`src/rtl/program_loader_if.sv`:
```
// Host/program-memory/CPU-control bundle for the program loader.
interface program_loader_if #(
    parameter int ADD_WIDTH  = 7,
    parameter int DATA_WIDTH = 8
);
    logic                  load_start;
    logic [ADD_WIDTH:0]    load_len;
    logic                  byte_valid;
    logic [DATA_WIDTH-1:0] byte_in;
    logic                  byte_ready;
    logic                  pm_wr_en;
    logic [ADD_WIDTH-1:0]  pm_addr;
    logic [DATA_WIDTH-1:0] pm_data;
    logic                  cpu_rst;
    logic                  load_done;
    logic                  load_err;

    modport master (
        output load_start, load_len, byte_valid, byte_in,
        input  byte_ready, pm_wr_en, pm_addr, pm_data,
        input  cpu_rst, load_done, load_err
    );

    modport slave (
        input  load_start, load_len, byte_valid, byte_in,
        output byte_ready, pm_wr_en, pm_addr, pm_data,
        output cpu_rst, load_done, load_err
    );
endinterface

```
`src/rtl/program_loader.sv`:
```
// Streams a host image into program memory, verifies an additive
// checksum, then releases the CPU from reset.
module program_loader #(
    parameter int ADD_WIDTH  = 7,
    parameter int DATA_WIDTH = 8
) (
    input logic              clk,
    input logic              rst,
    program_loader_if.slave  bus
);
    localparam int LW = ADD_WIDTH + 1;

    typedef enum logic [2:0] {
        IDLE, LOAD, CHECK, RUN, ERROR
    } state_t;

    state_t                state_q, state_d;
    logic [LW-1:0]         len_q, len_d;
    logic [LW-1:0]         cnt_q, cnt_d;
    logic [DATA_WIDTH-1:0] sum_q, sum_d;
    logic                  pm_wr_en_q, pm_wr_en_d;
    logic [ADD_WIDTH-1:0]  pm_addr_q, pm_addr_d;
    logic [DATA_WIDTH-1:0] pm_data_q, pm_data_d;
    logic                  load_done_q, load_done_d;
    logic                  load_err_q, load_err_d;
    logic                  cpu_rst_q, cpu_rst_d;

    logic byte_ready;
    logic accept;
    logic last;

    assign byte_ready = (state_q == LOAD) || (state_q == CHECK);
    assign accept     = byte_ready && bus.byte_valid;
    // Counter is one bit wider than the address so a full image never wraps.
    assign last       = (cnt_q + LW'(1)) == len_q;

    always_comb begin
        state_d     = state_q;
        len_d       = len_q;
        cnt_d       = cnt_q;
        sum_d       = sum_q;
        pm_wr_en_d  = 1'b0;
        pm_addr_d   = pm_addr_q;
        pm_data_d   = pm_data_q;
        load_done_d = 1'b0;
        load_err_d  = load_err_q;
        case (state_q)
            IDLE, RUN, ERROR: begin
                if (bus.load_start) begin
                    len_d      = bus.load_len;
                    cnt_d      = '0;
                    sum_d      = '0;
                    load_err_d = 1'b0;
                    state_d    = (bus.load_len == '0) ? CHECK : LOAD;
                end
            end
            LOAD: begin
                if (accept) begin
                    pm_wr_en_d = 1'b1;
                    pm_addr_d  = cnt_q[ADD_WIDTH-1:0];
                    pm_data_d  = bus.byte_in;
                    sum_d      = sum_q + bus.byte_in;
                    cnt_d      = cnt_q + LW'(1);
                    if (last) state_d = CHECK;
                end
            end
            CHECK: begin
                if (accept) begin
                    if (bus.byte_in == sum_q) begin
                        state_d     = RUN;
                        load_done_d = 1'b1;
                    end else begin
                        state_d    = ERROR;
                        load_err_d = 1'b1;
                    end
                end
            end
            default: state_d = IDLE;
        endcase
        cpu_rst_d = (state_d != RUN);
    end

    always_ff @(posedge clk or posedge rst) begin
        if (rst) begin
            state_q     <= IDLE;
            len_q       <= '0;
            cnt_q       <= '0;
            sum_q       <= '0;
            pm_wr_en_q  <= 1'b0;
            pm_addr_q   <= '0;
            pm_data_q   <= '0;
            load_done_q <= 1'b0;
            load_err_q  <= 1'b0;
            cpu_rst_q   <= 1'b1;
        end else begin
            state_q     <= state_d;
            len_q       <= len_d;
            cnt_q       <= cnt_d;
            sum_q       <= sum_d;
            pm_wr_en_q  <= pm_wr_en_d;
            pm_addr_q   <= pm_addr_d;
            pm_data_q   <= pm_data_d;
            load_done_q <= load_done_d;
            load_err_q  <= load_err_d;
            cpu_rst_q   <= cpu_rst_d;
        end
    end

    assign bus.byte_ready = byte_ready;
    assign bus.pm_wr_en   = pm_wr_en_q;
    assign bus.pm_addr    = pm_addr_q;
    assign bus.pm_data    = pm_data_q;
    assign bus.load_done  = load_done_q;
    assign bus.load_err   = load_err_q;
    assign bus.cpu_rst    = cpu_rst_q;
endmodule

```
`src/flat_wrapper.sv`:
```
// flat-port wrapper written by rule: the top's interface ports become plain ports
module program_loader_flat 
#(
    parameter int ADD_WIDTH  = 7,
    parameter int DATA_WIDTH = 8
)
  (clk, rst, bus_load_start, bus_load_len, bus_byte_valid, bus_byte_in, bus_byte_ready, bus_pm_wr_en, bus_pm_addr, bus_pm_data, bus_cpu_rst, bus_load_done, bus_load_err);
  program_loader_if #(.ADD_WIDTH(ADD_WIDTH), .DATA_WIDTH(DATA_WIDTH)) bus_i ();
  input logic clk;
  input logic rst;
  input wire logic [$bits(bus_i.load_start)-1:0] bus_load_start;
  input wire logic [$bits(bus_i.load_len)-1:0] bus_load_len;
  input wire logic [$bits(bus_i.byte_valid)-1:0] bus_byte_valid;
  input wire logic [$bits(bus_i.byte_in)-1:0] bus_byte_in;
  output wire logic [$bits(bus_i.byte_ready)-1:0] bus_byte_ready;
  output wire logic [$bits(bus_i.pm_wr_en)-1:0] bus_pm_wr_en;
  output wire logic [$bits(bus_i.pm_addr)-1:0] bus_pm_addr;
  output wire logic [$bits(bus_i.pm_data)-1:0] bus_pm_data;
  output wire logic [$bits(bus_i.cpu_rst)-1:0] bus_cpu_rst;
  output wire logic [$bits(bus_i.load_done)-1:0] bus_load_done;
  output wire logic [$bits(bus_i.load_err)-1:0] bus_load_err;
  assign bus_i.load_start = bus_load_start;
  assign bus_i.load_len = bus_load_len;
  assign bus_i.byte_valid = bus_byte_valid;
  assign bus_i.byte_in = bus_byte_in;
  assign bus_byte_ready = bus_i.byte_ready;
  assign bus_pm_wr_en = bus_i.pm_wr_en;
  assign bus_pm_addr = bus_i.pm_addr;
  assign bus_pm_data = bus_i.pm_data;
  assign bus_cpu_rst = bus_i.cpu_rst;
  assign bus_load_done = bus_i.load_done;
  assign bus_load_err = bus_i.load_err;
  program_loader #(.ADD_WIDTH(ADD_WIDTH), .DATA_WIDTH(DATA_WIDTH)) u_core (.clk(clk), .rst(rst), .bus(bus_i));
endmodule
```
`config.mk`:
```
export PLATFORM = sky130hd
export DESIGN_NAME = program_loader_flat
export DESIGN_NICKNAME = d
export VERILOG_FILES = /design/src/rtl/program_loader_if.sv /design/src/rtl/program_loader.sv /design/src/flat_wrapper.sv
export SDC_FILE = /design/constraint.sdc
export NUM_CORES = 1
export LEC_CHECK = 0
export ABC_AREA = 1
export CAP_MARGIN = 40
export CORE_UTILIZATION = 48
export DETAILED_ROUTE_END_ITERATION = 16
export PLACE_DENSITY = 0.75
export SYNTH_ARGS = -nofsm -noshare
export SYNTH_HDL_FRONTEND = slang
export SYNTH_SLANG_ARGS = --single-unit
```
`constraint.sdc`:
```
create_clock -name clk -period 1.65 [get_ports clk]
set_clock_uncertainty 0.1 [all_clocks]
set_input_delay 0.2475 -clock clk [delete_from_list [all_inputs] [get_ports clk]]
set_output_delay 0.2475 -clock clk [all_outputs]
set_load 0.005 [all_outputs]
```
==> impl_metrics.yaml <==
outcome:
  outcome: "complete, but fails checks"
  violations: "setup timing"
place:
  port_buffers: 39
  placed_cell_area_um2: 3238
  dp.cells: 435
  preCtsSetupSlack_ns: -0.5413
  gp_congestion: 0.8794
  dp_hpwl_mm: 4.173
synthesis:
  yosysSeqAreaShare_pct: 46.73
  syn_area_um2: 2466
  syn_inst: 298
  synth_area_per_cell_um2: 8.276
  synth_nets: 327
  synth_cell_types: 35
  yosysWarnings: 0
  synth_seq_cells: 46
clocking:
  htreeDepth: 2
  cts_tree: "done"
  cts_root_buffer: "clkbuf_8"
  clock_latency_ns: 0.30
  path_clk_slew_ns: 0.09
  clockBufferDepth: 2
  cts.sink_count: 46
  numCtsBuffers: 5
  cts-hold-fix-buffers: 0
finish:
  diodes: 0
  stdcell_area_um2: 3622
  layout.cells.non_filler: 450
  final_layout_size_suffix_gt1_share_pct: 32.11
  syn_to_final_growth_pct: 46.88
  nets: 412
timing:
  fmax_mhz: 537.9
  slew_headroom_pct: 82.26
  fin_ws_ns: -0.2092
  finalHoldViolCount: 0
  worst_pin_slew_ns: 0.2643
  rsz0062_at_grt: "true"
  slew_violations: 0
  finalSetupTns_ns: -1.025
  period_minus_slack_ns: 1.859
  min_period_over_period_pct: 112.7
  setup_viol: 12
worst_setup_path:
  path_class: "flip-flop to flip-flop"
  cp.arrival_ns: 1.96
  end_kind: "flip-flop"
  critPathLaunchType: "flip-flop"
  reg2regPathDepth: 9
  cp_data_required_time_ns: 1.75
  path_max_fanout: 2
floorplan:
  initial_core_util_pct: 50.86
  num_rows: 25
  dieArea_um2: 5429
  die_y_um: 73.68
  io_pins: 40
  core-area_um2: 4848
  die_x_um: 73.68
route:
  routedWlPerCell_um: 14.44
  wl_mm: 6.497
  dr.pass1.iters: 5
  vias: 2322
  drt-vias-per-instance: 5.160
  drtIter0Drc: 158
  route.detailed.drc: 0
  antenna_left: 0
pwr:
  fin_total_pwr_w: 0.006052
  p_leak_nw: 1.753
  p_per_area_nw_per_um2: 1671
  ir_drop_v: 0.0008644
global_route:
  grt_max_degree: 24
  grt_antenna_before_repair: 0
  grt_first_pass_wirelength_mm: 9.480
  overflow: 0
  grt_usage_pct: 23.18
  grt_pass1_vias: 2131
run:
  cap_violations: 0
min_path:
  min_path_type: "input pin to asynchronous set/reset pin"
[area by class of cell]
cell class | count | area [µm²]
inverter | 41 | 163.9
clock buffer | 5 | 68.82
tap | 67 | 83.83
sequential | 46 | 1154
clock inverter | 2 | 10.01
multi-input combinational | 205 | 1343
timing repair buffer | 84 | 799.5
fill | 341 | 1226
[cell families after synthesis]
family                     share of synthesized area, %
DFF                                               46.73
buffers and inverters                             7.610
adders and majority gates                         4.871
AOI/OAI and AO/OA                                 10.20
and+or+nand+nor                                   27.75
xor gates and xnor gates                          2.841
[where the power goes]
part           switching, W  internal (W)  total (W)
logic               0.00166       0.00174    0.00339
registers          0.000418       0.00158    0.00200
clock network      0.000371      0.000285   0.000656
[final timing paths]
check / startpoint / endpoint / slack, ns
setup / recovery: u_core.sum_q[1]$_DFFE_PP0P_ / u_core.sum_q[6]$_DFFE_PP0P_ / -0.21
hold / removal: rst / u_core.bus.pm_data[6]$_DFFE_PP0P_ / 0.09
setup reg to reg: u_core.sum_q[1]$_DFFE_PP0P_ / u_core.sum_q[6]$_DFFE_PP0P_ / -0.21
hold reg to reg: u_core.bus.pm_data[2]$_DFFE_PP0P_ / u_core.bus.pm_data[2]$_DFFE_PP0P_ / 0.39
max in group asynchronous: rst / u_core.bus.cpu_rst$_DFF_PP1_ / 0.91
min in group clk: bus_byte_in[3] / u_core.bus.pm_data[3]$_DFFE_PP0P_ / 0.17
[cells in the final DEF (no fill, tap or decap), types with 4 or more instances in the layout]
cell and instances:
nand2_2 20, inv_1 33, buf_4 32, buf_6 10, nand3_1 17, nand2_1 69, dfrtp_1 44, clkdlybuf4s50_1 33
ha_4 7, inv_2 5, xor2_1 5, o21ai_2 4, a21oi_1 5, nor2_2 5, o21ai_1 9, o21ai_0 14
nand4_1 5, nor2_4 5, nor2_1 8, clkbuf_8 5, nand3_2 7
[per-stage QoR]
stage | utilization (%) | hold WS, ns
after floorplan | - | 0.2641
after global placement | 66.79 | 0.3548
after detailed placement | 66.79 | 0.3580
after CTS | 70.12 | 0.08810
after global routing | 74.71 | 0.1251
final | 74.71 | 0.09048
[Yosys cell counts]
master | instances | area [µm²]
a21oi_1 | 8 | 40.04
a22o_1 | 2 | 17.52
a22oi_1 | 1 | 7.510
a32o_1 | 2 | 20.02
and2_1 | 1 | 6.260
buf_2 | 3 | 15.01
buf_6 | 1 | 11.26
clkbuf_1 | 2 | 7.510
dfrtp_1 | 45 | 1126
dfstp_2 | 1 | 26.28
fa_1 | 1 | 20.02
ha_1 | 8 | 100.1
inv_1 | 37 | 138.9
inv_2 | 4 | 15.01
nand2_1 | 82 | 307.8
nand2_2 | 7 | 43.79
nand2_4 | 1 | 11.26
nand3_1 | 22 | 110.1
nand3_2 | 3 | 30.03
nand4_1 | 5 | 31.28
nor2_1 | 11 | 41.29
nor2_2 | 4 | 25.02
nor2_4 | 3 | 33.78
nor2_8 | 1 | 20.02
nor3_1 | 1 | 5.000
nor4_1 | 2 | 12.51
o211ai_1 | 1 | 7.510
o21ai_0 | 25 | 125.1
o21ai_1 | 1 | 5.000
o21ai_2 | 1 | 8.760
o21bai_1 | 1 | 7.510
o22ai_1 | 2 | 12.51
or2_2 | 1 | 6.260
xnor2_1 | 3 | 26.28
xor2_1 | 5 | 43.79
[routing by layer]
metal	part of all wire, %	global-route usage, %	routed length [µm]
met5	0	0	0
met2	51	38.43	3340
met1	41	28.42	2654
met3	5.1	5.761	331
met4	2.6	10.47	170
[sequential cells by signal (all words and copies together) (netlist names)]
register / cells
u_core.bus.pm_data: 8
u_core.cnt_q: 8
u_core.len_q: 8
u_core.sum_q: 8
u_core.bus.pm_addr: 7
u_core.state_q: 3
u_core.bus.cpu_rst: 1
u_core.bus.load_done: 1
u_core.bus.load_err: 1
u_core.bus.pm_wr_en: 1
[what timing repair did]
item / in CTS / in global routing
pin swaps: 3 / 9
setup buffers: 4 / 4
endpoints found under the setup margin: 11 / 36
gates resized for setup: 16 / 61
[critical path, cell delays in order (launching register included)]
cell,delay [ns]
dfrtp_1,0.46
buf_6,0.15
fa_2,0.37
nand3_2,0.10
nand3_2,0.07
nand2_2,0.07
nand2_2,0.05
a21oi_2,0.15
xor2_1,0.17
o21ai_1,0.07
Power figures use the tool's default switching activity.
